--- config.mk ---
export PLATFORM = sky130hd
export DESIGN_NAME = rf_wr_arbiter
export DESIGN_NICKNAME = d
export VERILOG_FILES = /design/src/rtl/rf_wr_arbiter.sv
export SDC_FILE = /design/constraint.sdc
export NUM_CORES = 1
export LEC_CHECK = 0
export BUFFER_PORTS_ARGS = -buffer_cell sky130_fd_sc_hd__clkbuf_2
export CAP_MARGIN = 20
export CORE_AREA = 2 2 86 88
export CTS_CLUSTER_DIAMETER = 100
export DETAILED_ROUTE_END_ITERATION = 8
export DIE_AREA = 0 0 88 90
export PLACE_DENSITY_LB_ADDON = 0.3
export SLEW_MARGIN = 30
export SYNTH_ARGS = -nofsm -noshare
export SYNTH_HDL_FRONTEND = slang
export SYNTH_SLANG_ARGS = --single-unit
--- constraint.sdc ---
create_clock -name clk_i -period 1.5 [get_ports clk_i]
set_input_delay 0.225 -clock clk_i [delete_from_list [all_inputs] [get_ports clk_i]]
set_output_delay 0.225 -clock clk_i [all_outputs]
set_load 0.03 [all_outputs]
--- src/rtl/rf_wr_arbiter.sv ---
// rf_wr_arbiter: shares the register bank write port between the ALU and load
// writeback paths, and tracks pending writes per register for hazard stalls.
// Build option: define RF_ARB_RR_EN for round-robin arbitration; otherwise the
// load path has fixed priority over the ALU path.
module rf_wr_arbiter #(
    parameter int unsigned NREG = 16
) (
    input  logic            clk_i,
    input  logic            rst_ni,
    input  logic            alu_req_i,
    input  logic [4:0]      alu_dr_i,
    input  logic [31:0]     alu_data_i,
    output logic            alu_gnt_o,
    input  logic            mem_req_i,
    input  logic [4:0]      mem_dr_i,
    input  logic [31:0]     mem_data_i,
    output logic            mem_gnt_o,
    input  logic            iss_valid_i,
    input  logic [4:0]      iss_dr_i,
    input  logic            chk_valid_i,
    input  logic [4:0]      chk_sr1_i,
    input  logic [4:0]      chk_sr2_i,
    output logic            stall_o,
    output logic [NREG-1:0] busy_o,
    output logic            rf_write_o,
    output logic [4:0]      rf_dr_o,
    output logic [31:0]     rf_wr_data_o
);

    localparam int unsigned IdxW = (NREG > 1) ? $clog2(NREG) : 1;

    function automatic logic in_range(input logic [4:0] r);
        return 32'(r) < NREG;
    endfunction

    logic            alu_gnt, mem_gnt;
    logic [4:0]      sel_dr;
    logic [31:0]     sel_data;
    logic            accept;

    logic            rf_write_q, rf_write_d;
    logic [4:0]      rf_dr_q, rf_dr_d;
    logic [31:0]     rf_data_q, rf_data_d;
    logic [NREG-1:0] busy_q, busy_d;

`ifdef RF_ARB_RR_EN
    // 1: the load path wins the next conflict (ALU was granted most recently)
    logic rr_mem_q, rr_mem_d;

    // Grant decode; grants are suppressed while reset is asserted
    always_comb begin
        alu_gnt = 1'b0;
        mem_gnt = 1'b0;
        if (rst_ni) begin
            if (alu_req_i && mem_req_i) begin
                if (rr_mem_q) mem_gnt = 1'b1;
                else          alu_gnt = 1'b1;
            end else begin
                alu_gnt = alu_req_i;
                mem_gnt = mem_req_i;
            end
        end
    end

    // Pointer moves only on a granted cycle, away from the requester just served
    always_comb begin
        rr_mem_d = rr_mem_q;
        if (alu_gnt)      rr_mem_d = 1'b1;
        else if (mem_gnt) rr_mem_d = 1'b0;
    end

    // Round-robin pointer state
    always_ff @(posedge clk_i or negedge rst_ni) begin
        if (!rst_ni) rr_mem_q <= 1'b0;
        else         rr_mem_q <= rr_mem_d;
    end
`else
    // Fixed priority: the load path always wins
    always_comb begin
        alu_gnt = 1'b0;
        mem_gnt = 1'b0;
        if (rst_ni) begin
            mem_gnt = mem_req_i;
            alu_gnt = alu_req_i & ~mem_req_i;
        end
    end
`endif

    // Select the granted payload; out-of-range destinations are granted but dropped
    always_comb begin
        sel_dr     = mem_gnt ? mem_dr_i   : alu_dr_i;
        sel_data   = mem_gnt ? mem_data_i : alu_data_i;
        accept     = (alu_gnt | mem_gnt) & in_range(sel_dr);
        rf_write_d = accept;
        rf_dr_d    = accept ? sel_dr   : rf_dr_q;
        rf_data_d  = accept ? sel_data : rf_data_q;
    end

    // Scoreboard next state: clear on the bank write, then set on issue (set wins)
    always_comb begin
        busy_d = busy_q;
        if (rf_write_q) busy_d[rf_dr_q[IdxW-1:0]] = 1'b0;
        if (iss_valid_i && in_range(iss_dr_i) && (iss_dr_i != 5'd0)) begin
            busy_d[iss_dr_i[IdxW-1:0]] = 1'b1;
        end
        busy_d[0] = 1'b0;
    end

    // Registered bank write port and scoreboard
    always_ff @(posedge clk_i or negedge rst_ni) begin
        if (!rst_ni) begin
            rf_write_q <= 1'b0;
            rf_dr_q    <= 5'd0;
            rf_data_q  <= 32'd0;
            busy_q     <= '0;
        end else begin
            rf_write_q <= rf_write_d;
            rf_dr_q    <= rf_dr_d;
            rf_data_q  <= rf_data_d;
            busy_q     <= busy_d;
        end
    end

    // Hazard detect; out-of-range sources never stall
    always_comb begin
        stall_o = chk_valid_i &
                  ((in_range(chk_sr1_i) & busy_q[chk_sr1_i[IdxW-1:0]]) |
                   (in_range(chk_sr2_i) & busy_q[chk_sr2_i[IdxW-1:0]]));
    end

    assign alu_gnt_o    = alu_gnt;
    assign mem_gnt_o    = mem_gnt;
    assign busy_o       = busy_q;
    assign rf_write_o   = rf_write_q;
    assign rf_dr_o      = rf_dr_q;
    assign rf_wr_data_o = rf_data_q;

endmodule
==> results.md <==
- Worst skew pair latency: 300 ps
- Reg-to-reg startpoint: rf_dr_o[1]
- Overall die height: 90 µm
- Pwr dens: 1382 mW/mm²
- Worst Setup EP: stall_o
- Hold Vio Cnt, Final: 0
- ANT nets after route: 0
- Buffers on Ports: 150
- Crit path required time: 1270 ps
- Cts bufs inserted: 5
- Count of cell types in the netlist: 33
- Max-cap viol count: 0
- Vias per cell: 4.801
- Crit path max fanout: 2
- Max Freq: 498.2 MHz
- Sequential group share of total power: 0.385
- CP Class: flip-flop to output pin
- FF-to-FF path depth: 3
- Hold Path Class: input pin to asynchronous set/reset pin
- Sw power: 0.002247 W
- Met1 Usage GRT: 0.2226
- Fillers: 634
- Fin crit period: 2007 ps
- Number of diodes: 0
- H-tree levels: 2
- CP endpoint kind: output pin
- Synth Warn #: 0
- Reg clk slew, reported paths: 90 ps
- Total power of the final layout: 0.005375 W
- Slew Limit Headroom: 0.6040
- Register bit total from synthesis: 53
- Syn Std Cell Area: 0.002700 mm²
- WL final: 7121 µm
- Post-Syn Nets: 360
- First drt pass iteration count: 4
- Initial core utilization: 0.3846
- Startpoint types: flip-flop
- I/O Pins: 152
- Final setup vio count: 1
- Clock network fraction of design power: 0.149
- Cells after synthesis: 265
- Core area: 0.007020 mm²
- Most Crowded Layer GR: met2
- Sequential area share after synthesis: 0.4912
- TritonCTS clock tree: done
- Pre-CTS setup slack: -280.0 ps
- Ys async rst share: 1.000
- Number of global-route vias before repair: 2530
- Internal: 0.003127 W
- Largest net degree at the start of global routing: 49
- Max rail drop VDD: 0.5405 mV
- Top FF cell, synth: dfrtp_1
- Crit. Startpoint: busy_o[10]
- Lkg Pwr: 2.005 nW
- Violated checks: negative setup slack
- Crit path DAT: 1780 ps
- Vias: 2578
- RePlAce Congestion: 0.8814
- Dpl hpwl: 5807 µm
- Final period util: 1.338
- DR WL/cell: 13.26 µm
- Met3 usage: 0.03398
- Max clock buf depth: 2
- Grt ovf: 0
- Die ar.: 0.007920 mm²
- Comb pwr share: 0.466
- TNS Setup: -507.1 ps
- Number of synthesized flops with an enable pin: 0
- Global Route met2 Usage: 0.3359
- Area grow syn2layout: 44.02%
- Clk_skew: 3.393 ps
- Share of layout cells above drive strength 1: 0.4703
- Final worst-path setup slack: -507.1 ps
- # clock sinks: 53
- Multi-input logic area: 0.001295 mm²
- Nets: 532
- Initial antenna violation count: 0
- Chip width: 88 µm
- Reg-to-Reg End: busy_o[8]
- Register area: 0.001336 mm²
- Row count: 31
- First-pass GRT wire length: 11630 µm
- Placed instance area: 0.003765 mm²
- Initial DRC Count: 55
- R2r setup slk: 230 ps
- Final core occ: 0.5539
- Sw frac: 0.4181
- Final Max Slew Viols: 0
- RSZ-0062 raised after global routing: true
- Clock root buffer: clkbuf_8
- Outcome: complete, but fails checks
- Overall Global Routing Usage: 0.1863
- Finished Cell Area: 0.003889 mm²
- Least-Margin Pin Slew: 594.0 ps
- Number of remaining DRC errors: 0
- Syn avg cell area: 10.19 µm²
-- state kept, by name, indices dropped and copies added (netlist names) --
| register | cells |
|---|---|
| busy_o | 15 |
| rf_wr_data_o | 32 |
| rf_write_o | 1 |
| rf_dr_o | 5 |
-- cell usage after synthesis (all sizes together) (3+ instances only) --
cell type	instances	area, µm²
a21oi	36	180.2
nand3b	8	60.06
clkbuf	3	21.27
mux4	4	103.9
dfrtp	53	1326
inv	5	18.77
nor2b	4	25.02
mux2i	40	400.4
nand2	5	18.77
o21ai	30	150.1
nand2b	5	31.28
nor2	39	146.4
buf	12	55.05
-- per-stage QoR --
step | hold WS, ps | std cells
5_1_grt | 138.4 | 537
2_1_floorplan | -70.59 | 265
6_report | 88.00 | 537
4_1_cts | 107.1 | 537
3_5_place_dp | 217.1 | 526
3_3_place_gp | 214.7 | 526
-- cell type report --
cell class | count | share of cell area
Clock inverter | 3 | 0.005470
Sequential cell | 53 | 0.3436
Timing Repair Buffer | 180 | 0.2635
Multi-Input combinational cell | 192 | 0.3330
Clock buffer | 5 | 0.01770
Inverter | 5 | 0.004826
Tap cell | 99 | 0.03185
-- worst max-delay path, stage by stage, from the launching register on --
cell	delay [ps]
dfrtp_2	420
mux4_4	590
o211ai_1	190
nand4_1	110
clkbuf_8	180
-- placed cells by master (no fill, tap or decap), types with 2 or more instances in the layout --
master / instances
a21oi_1: 36
a221oi_1: 2
buf_12: 3
buf_4: 26
clkbuf_2: 149
clkbuf_8: 6
dfrtp_1: 45
dfrtp_2: 8
inv_1: 5
mux2_2: 2
mux2i_1: 40
mux4_1: 3
nand2_1: 4
nand2b_1: 5
nand3_1: 2
nand3b_1: 8
nor2_1: 39
nor2b_1: 4
o211ai_1: 2
o21ai_0: 29
or2_2: 2
-- what timing repair did --
item	4_1_cts	5_1_grt
setup endpoints to repair	1	1
pin swaps	1	1
gates cloned	0	0
hold buffers	1	0
endpoints found under the hold margin	5	0
setup buffers	2	0
resized for setup	2	1
-- cell families (layout without fill, tap and decap cells) --
kind of cell    Yosys count  count (layout)  synth area share
buf+inv                  20             193           0.03522
other cells               1               1          0.001389
simple gates             71              71            0.1302
flops                    53              53            0.4912
mux                      46              46            0.1951
compound gates           74              74            0.1469
-- per-layer routing --
layer | vias to the layer above | routed length (µm)
li1 | 1291 | -
met1 | 1182 | 2896
met2 | 95 | 3695
met3 | 10 | 411
met4 | 0 | 118
met5 | - | 0
-- power by group through the flow --
stage,Combinational [W],Clock [W],Sequential (W)
2_1_floorplan,0.000641,0,0.00286
3_3_place_gp,0.00243,0,0.00208
3_5_place_dp,0.00247,0,0.00210
4_1_cts,0.00252,0.000832,0.00207
5_1_grt,0.00270,0.000886,0.00214
6_report,0.00250,0.000803,0.00207
-- worst min-delay path by stage --
stage | from | to | slack, ps
final | rst_ni | rf_wr_data_o[0] | 90
after floorplan | rst_ni | busy_o[10] | -70
after CTS | rst_ni | rf_wr_data_o[0] | 110
after global placement | rst_ni | rf_wr_data_o[30] | 210
after global routing | rst_ni | rf_wr_data_o[4] | 140
after detailed placement | rst_ni | rf_wr_data_o[30] | 220
No activity file was read; power rests on OpenSTA's default activity.
